### config.mk
export PLATFORM = sky130hd
export DESIGN_NAME = alu_ctrl_stage
export DESIGN_NICKNAME = d
export VERILOG_FILES = /design/src/rtl/alu_ctrl_pkg.sv /design/src/rtl/alu_ctrl_decode.sv /design/src/rtl/alu_ctrl_stage.sv
export SDC_FILE = /design/constraint.sdc
export NUM_CORES = 1
export LEC_CHECK = 0
export CORE_UTILIZATION = 42
export DETAILED_ROUTE_END_ITERATION = 8
export HOLD_SLACK_MARGIN = 0.05
export PLACE_DENSITY = 0.84
export SLEW_MARGIN = 20
export SYNTH_ARGS = -nofsm -noshare
export SYNTH_HDL_FRONTEND = slang
export SYNTH_HIERARCHICAL = 1
export SYNTH_SLANG_ARGS = --single-unit
### constraint.sdc
create_clock -name clk_i -period 3.3 [get_ports clk_i]
set_input_delay 0.495 -clock clk_i [delete_from_list [all_inputs] [get_ports clk_i]]
set_output_delay 0.495 -clock clk_i [all_outputs]
set_load 0.02 [all_outputs]
### src/rtl/alu_ctrl_pkg.sv
// ---------------------------------------------------------------------------
// alu_ctrl_pkg
// Shared definitions for the ALU control stage and the ALU itself:
//   - alu_op_e     : 3-bit ALU operation codes
//   - OPC_*        : major opcodes (R, I-arith, load, store, branch)
//   - F7_* / F3_*  : funct7 / funct3 field values used by the decoder
//   - ctrl_word_t  : decoded control word held in the stage registers
// ---------------------------------------------------------------------------
package alu_ctrl_pkg;

  typedef enum logic [2:0] {
    ALU_AND  = 3'b000,
    ALU_XOR  = 3'b001,
    ALU_SLL  = 3'b010,
    ALU_ADD  = 3'b011,
    ALU_SUB  = 3'b100,
    ALU_MUL  = 3'b101,
    ALU_ADDI = 3'b110,
    ALU_SRAI = 3'b111
  } alu_op_e;

  localparam logic [6:0] OPC_R       = 7'b0110011;
  localparam logic [6:0] OPC_I_ARITH = 7'b0010011;
  localparam logic [6:0] OPC_LOAD    = 7'b0000011;
  localparam logic [6:0] OPC_STORE   = 7'b0100011;
  localparam logic [6:0] OPC_BRANCH  = 7'b1100011;

  localparam logic [6:0] F7_BASE   = 7'b0000000;
  localparam logic [6:0] F7_ALT    = 7'b0100000;  // SUB / SRA variants
  localparam logic [6:0] F7_MULDIV = 7'b0000001;

  localparam logic [2:0] F3_ADD  = 3'b000;
  localparam logic [2:0] F3_SLL  = 3'b001;
  localparam logic [2:0] F3_WORD = 3'b010;        // lw / sw
  localparam logic [2:0] F3_XOR  = 3'b100;
  localparam logic [2:0] F3_SR   = 3'b101;
  localparam logic [2:0] F3_AND  = 3'b111;
  localparam logic [2:0] F3_BEQ  = 3'b000;

  typedef struct packed {
    logic [2:0] ctr;
    logic       src;
    logic       ill;
  } ctrl_word_t;

  localparam ctrl_word_t CTRL_RESET = '{ctr: 3'b000, src: 1'b0, ill: 1'b0};

endpackage

### src/rtl/alu_ctrl_decode.sv
// ---------------------------------------------------------------------------
// alu_ctrl_decode
// Purely combinational instruction -> ALU control decode.
// Ports:
//   instr_i      [31:0] instruction word
//   alu_ctr_o    [2:0]  ALU operation code
//   alu_src_o           1 = immediate second operand, 0 = rs2
//   illegal_o           instruction is not a supported opcode/funct combo
// Unsupported encodings fall back to ADD with rs2 operand and flag illegal.
// ---------------------------------------------------------------------------
module alu_ctrl_decode
  import alu_ctrl_pkg::*;
(
  input  logic [31:0] instr_i,
  output logic [2:0]  alu_ctr_o,
  output logic        alu_src_o,
  output logic        illegal_o
);

  logic [6:0] opcode;
  logic [2:0] funct3;
  logic [6:0] funct7;
  alu_op_e    op;

  assign opcode = instr_i[6:0];
  assign funct3 = instr_i[14:12];
  assign funct7 = instr_i[31:25];

  // Register and immediate fields play no part in ALU control selection.
  logic unused_fields;
  assign unused_fields = ^{instr_i[24:15], instr_i[11:7]};

  always_comb begin
    op        = ALU_ADD;
    alu_src_o = 1'b0;
    illegal_o = 1'b1;
    case (opcode)
      OPC_R: begin
        illegal_o = 1'b0;
        if      (funct7 == F7_BASE   && funct3 == F3_AND) op = ALU_AND;
        else if (funct7 == F7_BASE   && funct3 == F3_XOR) op = ALU_XOR;
        else if (funct7 == F7_BASE   && funct3 == F3_SLL) op = ALU_SLL;
        else if (funct7 == F7_BASE   && funct3 == F3_ADD) op = ALU_ADD;
        else if (funct7 == F7_ALT    && funct3 == F3_ADD) op = ALU_SUB;
        else if (funct7 == F7_MULDIV && funct3 == F3_ADD) op = ALU_MUL;
        else illegal_o = 1'b1;
      end
      OPC_I_ARITH: begin
        // ADDI ignores funct7: those bits belong to the immediate.
        if (funct3 == F3_ADD) begin
          op        = ALU_ADDI;
          alu_src_o = 1'b1;
          illegal_o = 1'b0;
        end else if (funct3 == F3_SR && funct7 == F7_ALT) begin
          op        = ALU_SRAI;
          alu_src_o = 1'b1;
          illegal_o = 1'b0;
        end
      end
      OPC_LOAD, OPC_STORE: begin
        // Address generation is base + offset.
        if (funct3 == F3_WORD) begin
          alu_src_o = 1'b1;
          illegal_o = 1'b0;
        end
      end
      OPC_BRANCH: begin
        // Equality compare via subtraction of rs1 - rs2.
        if (funct3 == F3_BEQ) begin
          op        = ALU_SUB;
          illegal_o = 1'b0;
        end
      end
      default: begin
      end
    endcase
  end

  assign alu_ctr_o = op;

endmodule

### src/rtl/alu_ctrl_stage.sv
// ---------------------------------------------------------------------------
// alu_ctrl_stage
// Decode-and-register stage producing ALU control words, with a two-entry
// skid buffer (main register M drives outputs, skid register S catches the
// word accepted while M is stalled).
// Ports:
//   clk_i              clock, rising edge
//   rst_i              synchronous active-low reset
//   flush_i            synchronous flush, drops every held entry
//   valid_i / instr_i  upstream instruction; ready_o = S empty
//   valid_o / ready_i  downstream handshake; valid_o = M full
//   ALUCtr_o [2:0]     ALU operation code
//   ALUSrc_o           1 = immediate operand
//   illegal_o          held instruction is unsupported
// Only INSTR_W = 32 is supported.
// ---------------------------------------------------------------------------
module alu_ctrl_stage
  import alu_ctrl_pkg::*;
#(
  parameter int INSTR_W = 32
) (
  input  logic               clk_i,
  input  logic               rst_i,
  input  logic               flush_i,
  input  logic               valid_i,
  input  logic [INSTR_W-1:0] instr_i,
  output logic               ready_o,
  output logic               valid_o,
  input  logic               ready_i,
  output logic [2:0]         ALUCtr_o,
  output logic               ALUSrc_o,
  output logic               illegal_o
);

  ctrl_word_t dec_word;
  ctrl_word_t m_q, m_d;
  ctrl_word_t s_q, s_d;
  logic       m_valid_q, m_valid_d;
  logic       s_valid_q, s_valid_d;
  logic       in_xfer;
  logic       out_xfer;

  alu_ctrl_decode u_decode (
    .instr_i   (instr_i),
    .alu_ctr_o (dec_word.ctr),
    .alu_src_o (dec_word.src),
    .illegal_o (dec_word.ill)
  );

  assign in_xfer  = valid_i && !s_valid_q;
  assign out_xfer = m_valid_q && ready_i;

  always_comb begin
    m_d       = m_q;
    s_d       = s_q;
    m_valid_d = m_valid_q;
    s_valid_d = s_valid_q;
    if (flush_i) begin
      m_valid_d = 1'b0;
      s_valid_d = 1'b0;
    end else if (out_xfer) begin
      if (s_valid_q) begin
        // Refill M from the skid; no accept can coincide since ready_o = 0.
        m_d       = s_q;
        s_valid_d = 1'b0;
      end else if (in_xfer) begin
        m_d = dec_word;
      end else begin
        m_valid_d = 1'b0;
      end
    end else if (in_xfer) begin
      if (!m_valid_q) begin
        m_d       = dec_word;
        m_valid_d = 1'b1;
      end else begin
        // M is stalled: park the new word in S, which drops ready_o.
        s_d       = dec_word;
        s_valid_d = 1'b1;
      end
    end
  end

  always_ff @(posedge clk_i) begin
    if (!rst_i) begin
      m_q       <= CTRL_RESET;
      s_q       <= CTRL_RESET;
      m_valid_q <= 1'b0;
      s_valid_q <= 1'b0;
    end else begin
      m_q       <= m_d;
      s_q       <= s_d;
      m_valid_q <= m_valid_d;
      s_valid_q <= s_valid_d;
    end
  end

  assign ready_o   = !s_valid_q;
  assign valid_o   = m_valid_q;
  assign ALUCtr_o  = m_q.ctr;
  assign ALUSrc_o  = m_q.src;
  assign illegal_o = m_q.ill;

endmodule

== Word-level counts from Yosys, hierarchy flattened ==
Cells that the tools add are included.

* Word-level logic and storage cells: 81
* Output and inout bits: 7
* Bits of input ports: 37
* Bits in registers: 12

* Mux-type cells: 34
* Equality and inequality tests: 15
* Reductions and logical operators: 21
* Bitwise gates (word level): 3

{| class="wikitable"
|+ Operators with widths
! cell !! number
|-
| $mux W3 || 9
|-
| $mux W5 || 5
|-
| $eq A7 B6 Y1 const B || 3
|-
| $mux W1 || 17
|-
| $eq A3 B3 Y1 const B || 3
|-
| $logic_and A1 B1 Y1 || 9
|-
| $pmux W3 S3 || 1
|-
| $reduce_and A4 Y1 || 2
|-
| $eq A7 B1 Y1 const B || 1
|-
| $eq A7 B2 Y1 const B || 1
|-
| $eq A7 B5 Y1 const B || 1
|-
| $eq A7 B7 Y1 const B || 1
|-
| $logic_not A7 Y1 || 1
|-
| $ne A2 B2 Y1 const B || 2
|-
| $pmux W1 S4 || 1
|-
| $reduce_bool A2 Y1 || 2
|-
| $reduce_or A2 Y1 || 2
|-
| $eq A3 B1 Y1 const B || 1
|-
| $eq A3 B2 Y1 const B || 1
|-
| $logic_not A3 Y1 || 1
|-
| $not A1 Y1 || 3
|-
| $reduce_and A3 Y1 || 1
|-
| $reduce_or A3 Y1 || 1
|-
| $ne A2 B1 Y1 const B || 1
|-
| other kinds (3) || 3
|}

== Longest topological paths before layout ==
Gate-level depths: netlist of the first run.

* Depth after elaboration: 12
* Depth in mapped cells: 8
* Gate-level depth less buffers: 7

== Cells and area by module ==
Netlist of the first run, hierarchy kept.

{| class="wikitable"
|+ By module, submodules not included
! module !! times used !! seq. area each (µm²) !! area an instance (µm²) !! cells each
|-
| alu_ctrl_stage || 1 || 240.2 || 525.5 || 58
|-
| alu_ctrl_decode || 1 || 0.0 || 321.6 || 49
|}

== Least setup slack after synthesis of the first run ==
Ideal clock, no wire load.

* Path kind: input-to-reg
* Start: in instr_i[28]
* End: reg s_q[0] (netlist bit)
* Library setup time: 0.116 ns
* Arrival time: 2.148 ns
* Path slack: 1.036 ns
* Required time: 3.184 ns
* Buffers on the path: 0
* Cell stages on the path: 7
* Cells stage by stage: or4_4 -> nor3_4 -> a21oi_2 -> o21a_1 -> or4_1 -> mux2i_1 -> nor2b_1

{| class="wikitable"
|+ RTL lines
! element !! RTL line !! RTL
|-
| start, declared || alu_ctrl_stage.sv:26 || <nowiki>input logic [INSTR_W-1:0] instr_i,</nowiki>
|-
| end signal, assigned || alu_ctrl_stage.sv:86 || <nowiki>s_q <= CTRL_RESET;</nowiki>
|-
| end signal, assigned || alu_ctrl_stage.sv:91 || <nowiki>s_q <= s_d;</nowiki>
|-
| end, declared || alu_ctrl_stage.sv:37 || <nowiki>ctrl_word_t s_q, s_d;</nowiki>
|}

==> qor.csv, run 1 <==
stage,metric,value,unit
synthesis,post-synth cell types,34,
finish,Layout fillers,162,
synthesis,Yosys top cell area share,0.284,
die,I/O pin total,44,
sta,unrepaired setup endpoints after global routing,false,
worst_setup_path,Setup crit end kind,flip-flop,
synthesis,synth top area cells,"dfxtp_1, nand2_1, mux2i_1",
synthesis,Yosys warning total,6,
synthesis,"area leader, netlist",dfxtp_1,
power,worst vdd ir,0.133,mV
worst_setup_path,slowest CP cell,or4_4,
finish,diode count,0,
die,initial core utilization,0.470,
clock_network,Clock Path Buffers,2,
sta,Final Hold Viols,0,
sta,fin crit period,2.51,ns
finish,NumNets Final,173,
worst_setup_path,Worst EP arrival,2.68,ns
synthesis,sequential-to-total area share from yosys stat,0.284,
sta,Slew HR,0.671,
sta,Max Clock Freq,398,MHz
sta,Max Slew Vio Count,0,
clock_network,TritonCTS clock tree,built,
route,routed wire length,1.78,mm
power,Power Dens Cells,284,nW/µm²
sta,clk_skew,0.00165,ns
route,WL/cell,11.2,µm
synthesis,asr flop ratio synth,0,
worst_setup_path,Worst EP required,3.47,ns
route,vias per inst,5.45,
synthesis,Mapped Nets,144,
route,initial DRC count,27,
grt,vias in the first global route,712,
route,via count,866,
finish,layout cells sized above 1,0.0672,
worst_hold_path,Hold Crit Class,flip-flop to flip-flop,
synthesis,cells after synthesis,107,
die,num rows,15,
clock_network,CTS Sinks,12,
synthesis,"Top FF cell, synth",dfxtp_1,
grt,largest net degree at the start of global routing,12,
sta,TNS Setup,0,ns
synthesis,"Avg Cell Area, Syn",7.92,µm²
clock_network,worst skew pair latency,0.27,ns
power,P_leak,0.389,nW
clock_network,Clock Root Buffer,clkbuf_4,
clock_network,Setup Buffers After CTS,0,
worst_hold_path,hold path start,s_q[1]$_SDFFE_PN0P_,
place,gpl congestion,0.888,
place,HPWL after DPL,1.43,mm
flow_run,number of max-cap violations,0,
place,pre-CTS setup slack,0.506,ns
grt,Overflow after GRT,0,
route,"antenna viol nets, final",0,
grt,initial antenna violation count,0,
clock_network,Post-CTS Hold Buffers,0,
sta,final clock period utilization by the worst path,0.761,
synthesis,Post-synth top cells,"nand2_1, dfxtp_1, nor2_1",
worst_setup_path,Buffers & Inverters on Critical Path,1,
worst_setup_path,Critical Path Start,instr_i[28],
die,Die H,46.9,µm
worst_setup_path,max incr delay on CP,0.56,ns
worst_setup_path,Crit path max-delay family,simple AND/OR/NAND/NOR gates,
die,die width,46.9,µm
synthesis,Post-synth EDFFs,0,
clock_network,PostCTS Resize Cnt,0,
run_status,status,finished clean,
clock_network,Clock transition at path regs,0.07,ns
finish,Area growth syn-to-layout,36.3,%
sta,Slew @ Worst Pin,0.490,ns
synthesis,top-count cell post-synth,nand2_1,
synthesis,Post-Syn Area,847,µm²
worst_setup_path,startpoint types,primary input,
clock_network,CTS Buf Count,3,
route,number of detailed-route iterations in the first pass,4,
clock_network,# H-tree levels,1,
worst_setup_path,Reg-to-Reg Start,s_valid_q$_SDFFE_PP0P_,
sta,final setup fails,0,
route,DRC errors left,0,
grt,GR Util All Layers,0.178,
sta,final worst setup slack,0.788,ns
die,core area,1800,µm²
worst_setup_path,CP cell instances,"clkdlybuf4s50_1, or4_4, nor3_4, a21oi_2, o21a_1, or4_1, mux2i_1, nor2b_1",
synthesis,"FF+latch count, synth",12,
worst_setup_path,crit path kind,primary input to flip-flop,
grt,global-route wire length before repair,2.75,mm
worst_setup_path,Crit Path Max Fanout,4,
die,die area,2200,µm²
place,IO Port Bufs,28,
-- placed cells by master, fill, tap and decap left out, types with 2 or more instances in the layout --
cell and n:
nand4b_1 2, nand2_1 18, nor2b_1 6, xnor2_1 3
a221oi_1 2, nand2b_1 2, a31oi_1 6, clkbuf_4 3
o21a_1 2, o21ai_0 3, inv_1 2, o21ai_1 5
and3_1 3, clkdlybuf4s50_1 28, o31ai_1 3, nor4_1 2
nor3_1 2, dfxtp_1 12, a21oi_1 3, nand3_1 2
nor2_1 8, mux2i_1 5
-- final cells by class --
| cell class | count | area (µm²) | share of cell area |
|---|---|---|---|
| Inverter | 2 | 7.51 | 0.00650 |
| Clock buffer | 3 | 22.5 | 0.0195 |
| Multi-Input combinational cell | 89 | 573 | 0.496 |
| Sequential cell | 12 | 240 | 0.208 |
| Timing Repair Buffer | 28 | 280 | 0.243 |
| Tap cell | 25 | 31.3 | 0.0271 |
-- flip-flops by register name (all words and copies together), names as in the netlist --
register	cells
s_valid_q	1
s_q	5
ALUCtr_o	3
valid_o	1
ALUSrc_o	1
illegal_o	1
-- layer usage --
layer  track usage  routed length (µm)  vias to the layer above
met3        0.0231                 101                        6
li1              -                   -                      449
met1         0.180                 720                      377
met4         0.131                  51                        0
met5             0                   0                        -
met2         0.331                 904                       34
-- final timing paths --
kind	to	slack, ns	depth (start not counted)
min reg2reg	ALUSrc_o$_SDFFE_PN0P_	0.48	2
min	ALUSrc_o$_SDFFE_PN0P_	0.48	2
max	s_q[0]$_SDFFE_PN0P_	0.79	8
max reg2reg	ALUCtr_o[1]$_SDFFE_PN0P_	1.91	4
-- cell families after synthesis --
kind of cell / count (synthesis) / share of synthesized area
compound gates: 28 / 0.227
mux: 5 / 0.0591
flops: 12 / 0.284
simple gates: 53 / 0.359
xor+xnor: 3 / 0.0310
buf+inv: 6 / 0.0399
-- worst reg2reg max path, stage by stage, from the launching register on --
cell and delay [ns]:
dfxtp_1 0.37, or2_4 0.28, a211oi_4 0.41, o21ai_1 0.11, a31oi_1 0.14
-- power breakdown --
part	total (W)	switching [W]	internal, W
sequential	0.000154	0.00000353	0.000150
combinational	0.0000858	0.0000391	0.0000467
clock	0.0000882	0.0000459	0.0000423
-- stage by stage --
step,util,std cells,area (µm²),power (W),hold slack [ns]
after floorplan,-,107,847,0.000199,0.448
after global placement,0.628,156,1130,0.000241,0.462
after detailed placement,0.628,156,1130,0.000243,0.468
after CTS,0.641,159,1150,0.000331,0.478
after global routing,0.641,159,1150,0.000344,0.500
final,0.641,159,1150,0.000328,0.479
Note: power is estimated with default switching activity, not from simulation.
==> inputs of run 2 (changes only) <==
--- a/config.mk
+++ b/config.mk
@@ -5,10 +5,10 @@
 export SDC_FILE = /design/constraint.sdc
 export NUM_CORES = 1
 export LEC_CHECK = 0
-export CORE_UTILIZATION = 42
+export CORE_UTILIZATION = 35
 export DETAILED_ROUTE_END_ITERATION = 8
 export HOLD_SLACK_MARGIN = 0.05
-export PLACE_DENSITY = 0.84
+export PLACE_DENSITY = 0.75
 export SLEW_MARGIN = 20
 export SYNTH_ARGS = -nofsm -noshare
 export SYNTH_HDL_FRONTEND = slang
==> constraint.sdc (replaced) <==
create_clock -name clk_i -period 2.2 [get_ports clk_i]
set_input_delay 0.33 -clock clk_i [delete_from_list [all_inputs] [get_ports clk_i]]
set_output_delay 0.33 -clock clk_i [all_outputs]
set_load 0.02 [all_outputs]
==> run 2 against run 1 <==
Net effect:
- wire length up 28%
- utilization down 7.4 points
- global-route usage up 3.0 points
- die area up 19%
- first-iteration DRC count down 48%
- clock skew up 0.0017 ns
- hold slack better by 0.0050 ns
- via count up 8.4%
- clock power up 100%
- register-to-register slack worse by 1.1 ns
==> qor.csv, run 2 (synthesized netlist as in run 1, its figures left out) <==
stage,metric,value,unit,change
clock_network,# H-tree levels,1,,unchanged
worst_setup_path,Worst EP arrival,2.27,ns,-0.41 ns
sta,clk_skew,0.00336,ns,+0.00171 ns
die,die width,51.2,µm,+9.1%
finish,most frequent cells in the layout,"clkdlybuf4s50_1, nand2_1, buf_4, dfxtp_1, nor2_1",,
die,die area,2620,µm²,+19%
route,"antenna viol nets, final",0,,unchanged
sta,fin crit period,2.09,ns,
clock_network,TritonCTS clock tree,built,,
run_status,status,finished clean,,
finish,post-route core utilization,0.567,,-0.0744
finish,Layout fillers,212,,+31%
worst_setup_path,startpoint types,primary input,,
clock_network,Clock transition at path regs,0.08,ns,about the same
worst_setup_path,Reg2Reg Setup Slack,0.79,ns,-1.12 ns
route,routed wire length,2.27,mm,+28%
power,Power Dens Cells,436,nW/µm²,+54%
route,WL/cell,12.8,µm,+15%
worst_hold_path,Hold Crit Class,flip-flop to flip-flop,,
power,P_leak,0.470,nW,+21%
finish,Area growth syn-to-layout,50.8,%,
route,number of detailed-route iterations in the first pass,4,,unchanged
worst_setup_path,max incr delay on CP,0.48,ns,-0.08 ns
grt,initial antenna violation count,0,,unchanged
grt,largest net degree at the start of global routing,12,,unchanged
finish,diode count,0,,unchanged
worst_setup_path,crit-path most repeated cell,or4_4,,
sta,Max Clock Freq,478,MHz,
power,Internal,0.000408,W,+70%
route,vias per inst,5.31,,-2.6%
worst_setup_path,Worst EP required,2.38,ns,-1.09 ns
power,logic gate share of total power,0.265,,+0.003
sta,TNS Setup,0,ns,unchanged
finish,NumNets Final,187,,+8.1%
sta,final clock period utilization by the worst path,0.950,,
power,Clock Power Share,0.320,,+0.051
power,worst vdd ir,0.243,mV,+83%
die,core area,2250,µm²,+25%
sta,Slew @ Worst Pin,0.469,ns,-0.0218 ns
power,Net Switching,0.000149,W,+68%
place,gpl congestion,0.923,,+4.0%
sta,Max Slew Vio Count,0,,unchanged
worst_setup_path,slowest CP cell,or4_4,,
route,via count,939,,+8.4%
worst_setup_path,Setup crit end kind,flip-flop,,
worst_setup_path,Crit Path Max Fanout,2,,-2
finish,Biggest register,s_q,,
clock_network,worst skew pair latency,0.28,ns,about the same
clock_network,CTS Sinks,12,,unchanged
grt,Overflow after GRT,0,,unchanged
grt,GR Util All Layers,0.208,,+0.0301
sta,Final Hold Viols,0,,unchanged
worst_setup_path,CP cell instances,"clkdlybuf4s50_1, or4_4, nor3_4, a21oi_2, o21a_1, or4_4, mux2i_1, nor2b_1",,
worst_setup_path,crit path kind,primary input to flip-flop,,
clock_network,Clock Root Buffer,clkbuf_4,,
finish,"most common cell after layout, fill and taps aside",clkdlybuf4s50_1,,
power,Switching Share,0.268,,-0.00230
sta,tightest hold margin,0.484,ns,+0.00496 ns
clock_network,Post-CTS Hold Buffers,0,,unchanged
route,initial DRC count,14,,-48%
route,DRC errors left,0,,unchanged
flow_run,number of max-cap violations,0,,unchanged
sta,Slew HR,0.685,,+0.0146
grt,vias in the first global route,945,,+33%
die,num rows,17,,+2
finish,layout cells sized above 1,0.168,,+0.101
grt,global-route wire length before repair,4.06,mm,+48%
die,initial core utilization,0.376,,-0.0944
power,Flop pwr share,0.415,,-0.054
clock_network,Clock Path Buffers,2,,unchanged
die,I/O pin total,44,,unchanged
place,HPWL after DPL,1.79,mm,+26%
place,IO Port Bufs,28,,unchanged
die,Die H,51.2,µm,+9.1%
sta,unrepaired setup endpoints after global routing,false,,
finish,max FFs per register,5,,unchanged
clock_network,CTS Buf Count,3,,unchanged
sta,final setup fails,0,,unchanged
## run 2: changes by cell type in the layout (fill, tap and decap cells not counted)
cell	delta
buf_4	+14
clkbuf_8	+1
clkdlybuf4s50_1	-3
dlygate4sd2_1	+3
or4_1	-1
or4_4	+1
## run 2: what timing repair did
item                                    CTS  global route
pin swaps                                 5             1
setup buffers                             1             0
cloned                                    0             0
endpoints found under the setup margin    2             2
gates resized for setup                   4             0
## run 2: through the flow
| step | instances | power (W) | cell area, µm² | setup slack [ns] |
|---|---|---|---|---|
| floorplan | 107 | 0.000299 | 847 | 0.101 |
| global placement | 172 | 0.000377 | 1230 | -0.327 |
| detailed placement | 172 | 0.000383 | 1230 | -0.340 |
| CTS | 177 | 0.000562 | 1280 | 0.0669 |
| global route | 177 | 0.000584 | 1280 | 0.0410 |
| finish | 177 | 0.000557 | 1280 | 0.110 |
## run 2: path summary, 6_finish.rpt
kind / startpoint / end / cells past startpoint
max: instr_i[28] / s_q[0]$_SDFFE_PN0P_ / 8
min: s_q[4]$_SDFFE_PN0P_ / ALUCtr_o[2]$_SDFFE_PN0P_ / 2
max reg2reg: s_valid_q$_SDFFE_PP0P_ / ALUCtr_o[0]$_SDFFE_PN0P_ / 4
min reg2reg: s_q[4]$_SDFFE_PN0P_ / ALUCtr_o[2]$_SDFFE_PN0P_ / 2
## run 2: layout make-up
cell class	count	area, µm²	area share
Multi-Input combinational cell	89	577	0.452
Timing Repair Buffer	42	382	0.299
Sequential cell	12	240	0.188
Clock buffer	4	36.3	0.0284
Tap cell	28	35.0	0.0274
Inverter	2	7.51	0.00588
## run 2: metal layers
metal | vias up | share of wire | GRT usage
li1 | 478 | - | -
met1 | 421 | 0.41 | 0.206
met2 | 33 | 0.53 | 0.417
met3 | 7 | 0.039 | 0.0179
met4 | 0 | 0.027 | 0.111
met5 | - | 0 | 0
## run 2: critical path, delay by kind of cell
family	cells	cell delay (ns)
AND/OR/NAND/NOR	4	1.13
AO/OA/AOI/OAI	2	0.28
multiplexers	1	0.14
buffers and inverters	1	0.39
## run 2: power groups by stage
stage,clock network [W],logic [W],registers (W)
CTS,0.000183,0.000147,0.000231
global route,0.000191,0.000160,0.000233
detailed placement,0,0.000147,0.000236
finish,0.000178,0.000148,0.000231
global placement,0,0.000142,0.000235
floorplan,0,0.0000542,0.000244
